**config.mk**
```make
export PLATFORM = sky130hd
export DESIGN_NAME = complex_mult
export DESIGN_NICKNAME = d
export VERILOG_FILES = /design/src/rtl/complex_mult_pkg.sv /design/src/rtl/signed_mult.sv /design/src/rtl/complex_mult.sv
export SDC_FILE = /design/constraint.sdc
export NUM_CORES = 1
export LEC_CHECK = 0
export ABC_AREA = 1
export ABC_CLOCK_PERIOD_IN_PS = 5200
export CORE_ASPECT_RATIO = 1.75
export CORE_MARGIN = 10
export CORE_UTILIZATION = 61
export DETAILED_ROUTE_END_ITERATION = 7
export PLACE_DENSITY_LB_ADDON = 0.08
export SLEW_MARGIN = 30
export SYNTH_ARGS = -nofsm -noshare
export SYNTH_HDL_FRONTEND = slang
export SYNTH_SLANG_ARGS = --single-unit
```
**constraint.sdc**
```tcl
create_clock -name clk -period 5.2 [get_ports clk]
set_clock_uncertainty 0.05 [all_clocks]
set_input_delay 0.52 -clock clk [delete_from_list [all_inputs] [get_ports clk]]
set_output_delay 0.52 -clock clk [all_outputs]
set_load 0.05 [all_outputs]
```
**src/rtl/complex_mult_pkg.sv**
```systemverilog
// rtl/complex_mult_pkg.sv - shared widths, complex operand types and output saturation helper
package complex_mult_pkg;

  localparam int IN_W  = 8;
  localparam int OUT_W = 2 * IN_W;

  typedef struct packed {
    logic signed [IN_W-1:0] re;
    logic signed [IN_W-1:0] im;
  } cplx_in_t;

  typedef struct packed {
    logic signed [OUT_W-1:0] re;
    logic signed [OUT_W-1:0] im;
  } cplx_out_t;

  // Clamp an OUT_W+1 bit value to the OUT_W signed range; only the top two bits decide.
  function automatic logic signed [OUT_W-1:0] sat_out(input logic signed [OUT_W:0] x);
    if (x[OUT_W] != x[OUT_W-1]) begin
      sat_out = x[OUT_W] ? {1'b1, {(OUT_W-1){1'b0}}} : {1'b0, {(OUT_W-1){1'b1}}};
    end else begin
      sat_out = x[OUT_W-1:0];
    end
  endfunction

endpackage

```
**src/rtl/signed_mult.sv**
```systemverilog
// rtl/signed_mult.sv - registered signed IN_W x IN_W multiplier with load enable
module signed_mult
  import complex_mult_pkg::*;
(
  input  logic                   clk,
  input  logic                   rst,
  input  logic                   i_en,
  input  logic signed [IN_W-1:0] i_a,
  input  logic signed [IN_W-1:0] i_b,
  output logic signed [2*IN_W-1:0] o_p
);

  logic signed [2*IN_W-1:0] r_p;

  always_ff @(posedge clk or posedge rst) begin
    if (rst) begin
      r_p <= '0;
    end else if (i_en) begin
      r_p <= i_a * i_b;
    end
  end

  assign o_p = r_p;

endmodule

```
**src/rtl/complex_mult.sv**
```systemverilog
// rtl/complex_mult.sv - two-stage pipelined signed complex multiplier; COMPLEX_MULT_SATURATE_EN selects saturation over wrap
module complex_mult
  import complex_mult_pkg::*;
(
  input  logic                    clk,
  input  logic                    rst,
  input  logic signed [IN_W-1:0]  a_real,
  input  logic signed [IN_W-1:0]  a_imag,
  input  logic signed [IN_W-1:0]  b_real,
  input  logic signed [IN_W-1:0]  b_imag,
  input  logic [1:0]              data_valid,
  output logic signed [OUT_W-1:0] z_real,
  output logic signed [OUT_W-1:0] z_imag,
  output logic                    z_valid
);

  cplx_in_t  w_a;
  cplx_in_t  w_b;
  cplx_out_t w_z_next;
  cplx_out_t r_z;
  logic      r_v1;
  logic      r_zv;
  logic      w_en;

  logic signed [OUT_W-1:0] w_p_rr;
  logic signed [OUT_W-1:0] w_p_ii;
  logic signed [OUT_W-1:0] w_p_ri;
  logic signed [OUT_W-1:0] w_p_ir;
  logic signed [OUT_W:0]   w_re_full;
  logic signed [OUT_W:0]   w_im_full;

  assign w_a  = '{re: a_real, im: a_imag};
  assign w_b  = '{re: b_real, im: b_imag};
  assign w_en = data_valid[0];

  signed_mult u_mult_rr (.clk(clk), .rst(rst), .i_en(w_en), .i_a(w_a.re), .i_b(w_b.re), .o_p(w_p_rr));
  signed_mult u_mult_ii (.clk(clk), .rst(rst), .i_en(w_en), .i_a(w_a.im), .i_b(w_b.im), .o_p(w_p_ii));
  signed_mult u_mult_ri (.clk(clk), .rst(rst), .i_en(w_en), .i_a(w_a.re), .i_b(w_b.im), .o_p(w_p_ri));
  signed_mult u_mult_ir (.clk(clk), .rst(rst), .i_en(w_en), .i_a(w_a.im), .i_b(w_b.re), .o_p(w_p_ir));

  // One guard bit: only the imaginary sum of four -128 operands reaches it.
  assign w_re_full = (OUT_W+1)'(w_p_rr) - (OUT_W+1)'(w_p_ii);
  assign w_im_full = (OUT_W+1)'(w_p_ri) + (OUT_W+1)'(w_p_ir);

`ifdef COMPLEX_MULT_SATURATE_EN
  logic w_unused;
  assign w_unused    = data_valid[1];
  assign w_z_next.re = sat_out(w_re_full);
  assign w_z_next.im = sat_out(w_im_full);
`else
  logic [2:0] w_unused;
  assign w_unused    = {data_valid[1], w_re_full[OUT_W], w_im_full[OUT_W]};
  assign w_z_next.re = w_re_full[OUT_W-1:0];
  assign w_z_next.im = w_im_full[OUT_W-1:0];
`endif

  always_ff @(posedge clk or posedge rst) begin
    if (rst) begin
      r_v1 <= 1'b0;
      r_zv <= 1'b0;
      r_z  <= '0;
    end else begin
      r_v1 <= w_en;
      r_zv <= r_v1;
      if (r_v1) begin
        r_z <= w_z_next;
      end
    end
  end

  assign z_real  = r_z.re;
  assign z_imag  = r_z.im;
  assign z_valid = r_zv;

endmodule

```
==> run summary, run 1 <==
The pin count of the biggest net entering global routing is 57. The power per cell area came out at 541 nW/um2. Of all flip-flops after synthesis, the portion carrying an async set or reset was 100%. The worst max-slew margin expressed relative to the limit is 48.2%.

The maximum VDD drop came out at between 0.4 and 0.5 mV. The number of sinks driven by the clock tree came out at 98. At the end of routability-driven placement, the weighted congestion stood at 0.930. The clock period minus worst slack is about 4.8 ns.

In this run the count of I/O pins placed on the die edge is 69. The routed via count divided by cell count is approximately 5.1. The post-route total power is 0.00952 W.

The total number of yosys warnings is 0. The data arrival at the endpoint of the critical path came out at 5.02 ns. The number of antenna cells inserted is 0. The critical path crosses 17 cells after its start point. The HPWL after detailed placement came out at 32.6 mm. The finished layout holds 2576 standard cells, fillers aside. The library cells used most frequently in the layout, excluding fill and tap cells, are 607 x nand2_1, 582 x inv_1, 222 x fa_1. The endpoint of the worst setup timing path is u_mult_rr.o_p[15]. The register-to-register setup slack came out at 3.07 ns. The largest driver fanout on the critical path is 9. The area taken by multi-input logic gates came out at roughly 11000 um2.

The sequential element share of the synthesized area came out at 15.4%. The delay of the slowest cell on the worst path is 0.76 ns. The horizontal die dimension is 142 um. Grouping stages by cell kind, the critical path spends the most delay in adder cells.

The wire length reported by the detailed router is 38.1 mm. The number of enable flip-flop cells after synthesis is 0. For this run, the top clock speed supported by timing is 0.208 GHz. The area of the die is between 30000 and 40000 um2. The kind of path behind the tightest hold check is flop to flop. The worst endpoint required time came out at ~5.4 ns. The floorplan row count came out at 78. Clock latency on the worst-skew pair, taken at its later pin, is 0.36 ns. Gates resized during post-CTS repair numbered 0. The number of setup buffers added after CTS is 0. The number of placed instances, taps included is 2560. The hold buffer count at CTS is 0. The number of register bits inferred by synthesis came out at 98. The first detailed-routing pass took 8 iterations.

In this run the mean area of a mapped cell was around 7.3 um2. Setup repair after global routing left no endpoint under its margin. The critical path is of the primary input to flop type. The number of DRC violations after detailed-routing iteration 0 came out at 696.

The number of nets produced by synthesis came out at 2580. The final-layout fill cell count came out at 2308. Setup violations remaining at the end of the flow were counted as 0. The source of the critical timing path is b_real[3]. The count of vias placed by the detailed router is 13.2k.

The detail-routed net length per standard cell came out at 14.8 um. The max-capacitance violation count is 0. The total leakage power came out at 10.5 nW. The most used flip-flop cell after synthesis is dfrtp_1. The post-place setup slack is 0.0543 ns. The area growth from synthesis to layout came out at 10.8%. The number of CTS-inserted buffers came out at 9. The share of final-layout standard cells stronger than drive strength 1 came out at 4.92%. Clock-pin slew was measured on the worst setup and hold paths at around 0.07 ns. The number of global-route vias before repair came out at roughly 14k.

The netlist area before placement came out at 15900 um2. The floorplan die height came out at 234 um. The initial antenna violation count is 0. The remaining global-route overflow is 0. Among the stages of the critical path, the cell type that occurs most often is nand2_1.

For the pin with the worst max-slew slack, the measured transition is between 0.7 and 0.8 ns. The effective utilization at floorplan came out at approximately three fifths. The capture instance of the worst register-to-register path is z_real[14]. The number of buffers and inverters on the critical path came out at 3. The start of the worst register-to-register path is u_mult_rr.o_p[0]. The number of distinct library cell variants in the gate-level netlist after synthesis is 38. The number of cells on the worst reg-to-reg path is 12. The number of nets at the end of the flow came out at 2655. The count of nets left with antenna violations after detail routing is 0. The worst setup path is launched from a primary input. The sequential cell area came out at around 2500 um2. The tree is rooted in a clkbuf_16. The most frequent standard cell in the layout excluding fill and tap cells is nand2_1.

The number of H-tree levels came out at 3. The overall routing resource usage came out at 24.1%. The number of endpoints with negative hold slack in the final report came out at 0. The global-route wire length before repair came out at about 65 mm. In this run the tool buffered the top-level ports with 67 buffer cells. The number of instances in the synthesized netlist came out at 2176. The total DRC errors in the routed layout is 0.

The worst setup margin is 0.381 ns. The flow ran to the end, and the final reports show no timing, DRC or antenna violations. The number of buffers on the longest clock path is 2.

The type of element capturing the critical path is a flop. The number of pins exceeding their max-slew limit in the final report came out at 0. The worst path uses ~93% of the clock period.

The area of the core region came out at 25800 um2. Walking the worst path, the cells encountered are clkdlybuf4s50_1 -> nand2_1 -> fa_1 -> fa_1 -> fa_1 -> inv_1 -> fa_1 -> ha_1 -> nand2_1 -> nor2_1 -> nand2_1 -> nor2_1 -> nor2_1 -> inv_1 -> nand2_1 -> nand3_1 -> nand2_1. TritonCTS built the clock tree. The final total negative setup slack is 0 ns. The slowest stage of the critical path is the clkdlybuf4s50_1 cell.
[synth_stat cells (all sizes together), types with 31 or more instances]
cell,count,share of area (%)
o21ai,83,2.7
nor2,101,2.4
nand3,100,3.2
clkbuf,66,1.6
a21oi,59,2.0
dfrtp,98,15
xnor2,31,1.7
inv,585,14
nand2,608,14
fa,222,28
ha,146,11
[sequential cells by signal, summed over array words and instances (netlist names)]
register	flops
r_v1	1
z_imag	16
z_valid	1
u_mult_ir.o_p	16
z_real	16
u_mult_ii.o_p	16
u_mult_ri.o_p	16
u_mult_rr.o_p	16
[kinds of logic (layout without fill, tap and decap cells)]
logic type	after synthesis	in the layout	share of synthesized area, %
xor gates and xnor gates	39	39	2.15
adders and majority gates	368	368	39.5
AOI/OAI and AO/OA	168	168	5.91
DFF	98	98	15.4
buffers and inverters	662	742	15.7
and+or+nand+nor	841	841	21.3
[layer usage]
layer	up-vias	track usage [%]	part of all wire (%)
met4	0	11.1	4.7
met5	-	0	0
met2	293	43.0	52
li1	6533	-	-
met3	81	3.11	4.3
met1	6279	27.9	39
[final cells by class]
cell class	instances	share of cell area, %
inverters	586	12.5
flip-flops and latches	98	13.9
clock buffers	11	1.38
clock inverters	5	0.384
multi-input cells	1416	62.1
well taps	320	2.27
repair buffers	140	7.39
[report_power, final]
group | total [W] | switching [W] | leakage [nW] | internal (W)
logic | 0.00753 | 0.00463 | 9.16 | 0.00289
registers | 0.00129 | 0.000190 | 1.19 | 0.00110
clock network | 0.000701 | 0.000306 | 0.153 | 0.000395
[tightest hold or removal path: stages, from the launching register on]
cell,delay (ns)
dfrtp_1,0.35
nand2_1,0.05
nand2_1,0.04
[per-stage QoR]
step / util [%] / instance area [um2] / hold slack, ns
final: 68.3 / 17600 / 0.422
after global routing: 68.3 / 17600 / 0.443
after CTS: 68.3 / 17600 / 0.426
after detailed placement: 67.1 / 17300 / 0.409
after global placement: 67.1 / 17300 / 0.408
after floorplan: - / 15900 / 0.303
[worst min path at each step]
stage	start	endpoint	slack, ns	cells after the start
5_1_grt	z_real[14]	z_real[14]	0.44	2
2_1_floorplan	r_v1	z_valid	0.30	0
3_3_place_gp	z_imag[0]	z_imag[0]	0.41	2
3_5_place_dp	z_imag[0]	z_imag[0]	0.41	2
4_1_cts	z_imag[0]	z_imag[0]	0.43	2
6_report	z_imag[0]	z_imag[0]	0.42	2
Power figures use the tool's default switching activity.
==> inputs of run 2 (changes only) <==
--- a/config.mk
+++ b/config.mk
@@ -6,7 +6,6 @@
 export NUM_CORES = 1
 export LEC_CHECK = 0
 export ABC_AREA = 1
-export ABC_CLOCK_PERIOD_IN_PS = 5200
 export CORE_ASPECT_RATIO = 1.75
 export CORE_MARGIN = 10
 export CORE_UTILIZATION = 61
==> results of run 2 <==
The final DEF is identical to that of run 1; final timing and power are the same.
==> inputs of run 3 (changes only) <==
--- a/config.mk
+++ b/config.mk
@@ -7,7 +7,7 @@
 export LEC_CHECK = 0
 export ABC_AREA = 1
 export CORE_ASPECT_RATIO = 1.75
-export CORE_MARGIN = 10
+export CORE_MARGIN = 2
 export CORE_UTILIZATION = 61
 export DETAILED_ROUTE_END_ITERATION = 7
 export PLACE_DENSITY_LB_ADDON = 0.08
==> run 3 against run 2 <==
  * Cell count shrank 0.19%
  * Wire length fell by 2.7%
  * Via count up 0.71%
  * Worst setup slack improved by 0.060 ns
  * Maximum frequency rose by 1.3%
  * Utilization is essentially flat
  * Largest power group unchanged
==> run summary, run 3 (synthesis gave the netlist of run 1 again) <==
The routed via count divided by cell count came out at 5.16 (+0.90%). The sequential share of power came out at 13.7% (about the same). The quantity of I/O buffers inserted on ports came out at 67 (unchanged).

The met2 track demand over resource in global routing came to 52.5% (+9.5 points). The share of final-layout standard cells stronger than drive strength 1 is 4.66% (-0.26 points). The area growth from synthesis to layout is 10.8% (about the same). The pin count of the biggest net entering global routing is 57 (unchanged). In the layout the commonest cells are 607 x nand2_1, 582 x inv_1, 222 x fa_1.

In this run the critical register-to-register path is captured at z_imag[14]. The power per cell area came out at 537 nW/um2 (-0.65%). The number of placed instances, taps included is 2555 (-0.20%). The worst max-slew margin expressed relative to the limit is 50.2% (+2.0 points). The HPWL after detailed placement came out at 31.0 mm (-5.0%). The quantity of gates resized following cts is 0 (unchanged). The data arrival at the endpoint of the critical path is 4.95 ns (-0.07 ns). The hold buffer count at CTS came out at 0 (unchanged). The final setup violation count is 0 (unchanged). The floorplan die height came out at 218 um (-6.9%). The overall routing resource usage was 28.5% (+4.4 points). The final standard cell utilization of the core came out at 68.4% (about the same). The cell with the largest stage delay on the worst path is fa_1.

Traced cell by cell, the critical path runs through clkdlybuf4s50_1 -> nand2_1 -> fa_1 -> fa_1 -> fa_1 -> inv_1 -> fa_1 -> ha_1 -> nand2_1 -> inv_1 -> a21oi_1 -> nand2_1 -> nor2_1 -> nand3_1 -> nand3_1 -> nand2_1. The number of sinks driven by the clock tree came to 98 (unchanged). The largest driver fanout on the critical path was 10 (+1). Setup repair after global routing left no endpoint under its margin. The most critical setup path has its startpoint at a_real[7].

The worst endpoint required time came to 5.39 ns (about the same). The fraction of power spent switching nets is 53.4% (-0.47 points). The final total negative setup slack came out at 0 ns (unchanged). The clock period minus worst slack came to 4.76 ns (-0.0602 ns). The type of element capturing the critical path is a flop. The floorplan row count is 78 (unchanged). The final worst hold slack came out at 0.425 ns (+0.00343 ns). The path with the worst hold slack has its endpoint at z_real[14].

The total leakage power came to 10.5 nW (about the same). The final-layout fill cell count came out at 2287 (-0.91%). The total DRC errors in the routed layout came out at 0 (unchanged). The nature of the critical path startpoint is a primary input. The maximum VDD drop came out at 0.389 mV (-6.9%). The worst reg-to-reg path cell count came to 12 (unchanged). The detail-routed net length per standard cell came to 14.4 um (-2.5%). Leaving out fill and tap cells, the most frequent cell in the layout is nand2_1.

The number of CTS-inserted buffers is 9 (unchanged). The initial antenna violation count came to 0 (unchanged). The number of H-tree levels was 3 (unchanged).

The remaining global-route overflow is 0 (unchanged). The global-route wire length before repair is 63.2 mm (-2.3%). The wire length reported by the detailed router came to 37.1 mm (-2.7%). The met3 capacity usage during global routing is 2.21% (-0.90 points). The start of the worst register-to-register path is u_mult_ri.o_p[0]. The number of post-CTS setup repair buffers is 0 (unchanged).

The effective utilization at floorplan is 61.7% (unchanged). The origin of the worst min-delay path is z_real[14]. The transition at the pin with the smallest max-transition slack was 0.747 ns (-0.0305 ns). The number of endpoints with negative hold slack in the final report came out at 0 (unchanged). In this run the worst hold path is classified as flop to flop. The number of nets at the end of the flow is 2650 (-0.19%). The met1 layer usage reported by global route is 33.3% (+5.4 points). The final RePlAce weighted congestion is 0.930 (about the same).

The horizontal die dimension is 126 um (-11%). The timing-limited maximum frequency is 0.210 GHz (+1.3%). The number of pins exceeding their max-slew limit in the final report came out at 0 (unchanged). The net switching power figure came out at 0.00505 W (-1.5%). The post-place setup slack is 0.0787 ns (+0.0244 ns).

The area of the die came out at 27400 um2 (-17%). The count of nets left with antenna violations after detail routing was 0 (unchanged). The root buffer cell chosen for the clock tree is clkbuf_16. The total iterations of the first detailed-routing run is 5 (-3).

The delay of the slowest cell on the worst path came out at 0.80 ns (+0.04 ns). The final cell count without fillers is 2571 (-0.19%). The part of the total power dissipated in combinational logic came out at 78.8% (-0.3 points). The number of antenna cells inserted came out at 0 (unchanged).

The number of global-route vias before repair came out at 13.7k (+0.044%). The busiest metal layer after global routing is met2. The share of the clock period used by the worst path came out at 91.5% (-1.2 points).

The clock latency on the worst-skew pair is 0.35 ns (about the same). The flow ran to the end, and the final reports show no timing, DRC or antenna violations. The clock transition at the register clock pins on the worst setup and hold paths after CTS came out at 0.07 ns (about the same).

The max-capacitance violation count came to 0 (unchanged). The I/O pin total came out at 69 (unchanged). The number of cells traversed by the worst hold path is 2 (unchanged). The internal power contribution came out at 0.00441 W (+0.37%).

The number of DRC violations after detailed-routing iteration 0 is 650 (-6.6%). The register-to-register setup slack was 3.09 ns (+0.02 ns). The area of the core region came to 25800 um2 (unchanged).

The number of buffers on the longest clock path came out at 2 (unchanged). The worst setup margin is 0.441 ns (+0.0602 ns). The critical path in this run is classified as primary input to flop. The clock share of power is 7.5% (about the same).

The count of vias placed by the detailed router came out at 13.3k (+0.71%). The CTS tree is built.
-- run 3: changes by cell type in the layout (fill, tap and decap cells not counted) --
cell	before	now
clkinv_4	0	1
buf_4	66	58
buf_12	7	10
clkbuf_8	1	0
clkbuf_1	1	2
bufinv_16	1	2
inv_8	1	0
inv_6	3	0
clkinv_2	0	2
-- run 3: power groups by stage --
stage / Clock, W / Combinational, W / Sequential [W]
after floorplan: 0 / 0.00502 / 0.00165
after global placement: 0 / 0.00723 / 0.00130
after detailed placement: 0 / 0.00740 / 0.00131
after CTS: 0.000719 / 0.00745 / 0.00130
after global routing: 0.000745 / 0.00846 / 0.00133
final: 0.000709 / 0.00745 / 0.00130
-- run 3: how the worst max path moves through the flow --
stage	to
2_1_floorplan	u_mult_rr.o_p[15]
3_3_place_gp	u_mult_rr.o_p[15]
3_5_place_dp	u_mult_rr.o_p[15]
4_1_cts	u_mult_rr.o_p[15]
5_1_grt	u_mult_rr.o_p[15]
6_report	u_mult_rr.o_p[15]
-- run 3: critical path: cells and delay by family --
kind	cells	cell delay, ns
fa+ha+maj	5	2.68
compound gates	1	0.14
simple gates	7	0.84
buf+inv	3	0.77
-- run 3: metrics by stage --
stage	power, W	cell area [um2]
final	0.00946	17600
after global routing	0.0105	17600
after CTS	0.00947	17600
after detailed placement	0.00871	17300
after global placement	0.00853	17300
after floorplan	0.00667	15900
-- run 3: layout make-up --
type | instances | area, um2 | share of cell area [%]
multi-input combinational | 1416 | 10900 | 62.1
sequential | 98 | 2450 | 13.9
inverter | 586 | 2200 | 12.5
timing repair buffer | 135 | 1300 | 7.39
tap | 320 | 400 | 2.27
clock buffer | 11 | 233 | 1.32
clock inverter | 5 | 78.8 | 0.448
-- run 3: per-layer routing --
| metal | vias to the layer above | routed length (um) | share of wire (%) |
|---|---|---|---|
| met4 | 0 | 1740 | 4.7 |
| met1 | 6351 | 14500 | 39 |
| met2 | 326 | 19500 | 53 |
| li1 | 6517 | - | - |
| met5 | - | 0 | 0 |
| met3 | 85 | 1320 | 3.6 |
==> RTL edit, RTL diff (settings of run 1) <==
Build with the macro `COMPLEX_MULT_SATURATE_EN` defined.
--- a/src/rtl/complex_mult.sv
+++ b/src/rtl/complex_mult.sv
@@ -1,4 +1,6 @@
 // rtl/complex_mult.sv - two-stage pipelined signed complex multiplier; COMPLEX_MULT_SATURATE_EN selects saturation over wrap
+`define COMPLEX_MULT_SATURATE_EN
+
 module complex_mult
   import complex_mult_pkg::*;
 (
Check against the original RTL: not equivalent (Yosys sat finds a counterexample within 4 cycles, from zero or initial values and one cycle with rst high).
==> RTL edit against run 1 <==
- routed wire length decreased by 2.5%
- power rose by 7.4%
- area after synthesis grew 1.7%
- setup slack better by 0.042 ns
- via count barely moved
- design area increased by 1.7%
- sequential cell count stayed put
==> RTL edit: results (changes against run 1) <==
Run status:
- The flow ran to the end, and the final reports show no timing, DRC or antenna violations.

Drt:
- The number of detailed-routing iterations run before antenna repair is 5 (-3).
- The total length of routed met2 wires is 20,200 µm (+1.4%).
- The total length of routed wires was 37,100 µm (-2.5%).
- The wire length the detailed router placed on met1 is 14,400 µm (-2.4%).
- The via total after detailed routing was 13,183 (-0.023%).

Worst setup path:
- The delay contributed by the slowest stage of the critical path is 0.64 ns (-0.12 ns).
- The number of cells traversed by the worst register-to-register path is 15 (+3).
- In this run the worst setup path terminates at u_mult_ri.o_p[12]$_DFFE_PP0P_.
- The register-to-register path setup slack is 2.77 ns (-0.30 ns).
- In this run the worst setup path begins at b_imag[2].
- In this run the critical register-to-register path is launched from u_mult_ri.o_p[0]$_DFFE_PP0P_.
- The highest net fanout along the worst path is 7 (-2).
- The capture instance of the worst register-to-register path is z_imag[11]$_DFFE_PP0P_.

Power and ir drop:
- The switching power of the nets is 5.62 mW (+9.6%).
- The power in the clock group is 639 µW (-8.8%).
- The static leakage is 10.7 nW (+1.7%).
- The total combinational power is 8.27 mW (+9.8%).

Yosys:
- The number of distinct library cell variants in the gate-level netlist after synthesis came to 43 (+13%).
- Sorting the synthesized cells by area gives the leading types as fa_1 27%, dfrtp_1 15%, inv_1 14%.
- Sorting the synthesized cells by how often they occur yields 606 x inv_1, 565 x nand2_1, 222 x fa_1.
- The synthesized netlist net count is 2,581 (+0.039%).
- The part of the Yosys area used for sequential elements is 0.152 (-0.00263).

STA:
- The worst slack on hold paths is 0.432 ns (+0.00992 ns).
- The pin slew with the least headroom to its limit is 0.857 ns (+0.0793 ns).

Cells and area:
- The final net count is 2,665 (+0.38%).
- The share of post-route cells with drive strength above 1 is 0.0738 (+0.0246).

Worst hold path:
- The startpoint of the most critical hold path is u_mult_ri.o_p[4]$_DFFE_PP0P_.

Global routing:
- The met3 demand-to-capacity share in global routing came to 0.0161 (-0.0150).
- The largest net degree at the start of global routing was 56 (-1.8%).
- The met2 track demand over resource in global routing is 0.430 (about the same).
- The global-route usage over all layers is 0.232 (-0.00880).

Placement:
- The final weighted congestion in routability-driven placement is 0.945 (+1.6%).
RTL edit: through the flow:
stage | total power [mW] | instances | utilization | worst slack, ns
floorplan | 7.41 | 2175 | - | 0.727
global placement | 9.40 | 2568 | 0.676 | 0.119
detailed placement | 9.59 | 2568 | 0.676 | 0.0688
CTS | 10.3 | 2584 | 0.687 | 0.456
global route | 11.4 | 2584 | 0.687 | 0.167
finish | 10.2 | 2584 | 0.687 | 0.423
RTL edit: cells by family after synthesis:
logic type	Yosys count	share of synthesized area
compound gates	179	0.0627
xor+xnor	59	0.0320
fa+ha+maj	370	0.389
buf+inv	689	0.164
flops	98	0.152
simple gates	780	0.201
RTL edit: worst min-delay path: cells and delay by family (launching register included):
family | cells | cell delay, ns
flops | 1 | 0.35
simple gates | 2 | 0.11
RTL edit: final cells by class:
cell class	instances	area (µm²)
sequential	98	2450
fill	2323	8150
multi-input combinational	1388	11100
tap	320	400
clock inverter	6	50.0
clock buffer	10	229
inverter	615	2310
timing repair buffer	147	1390
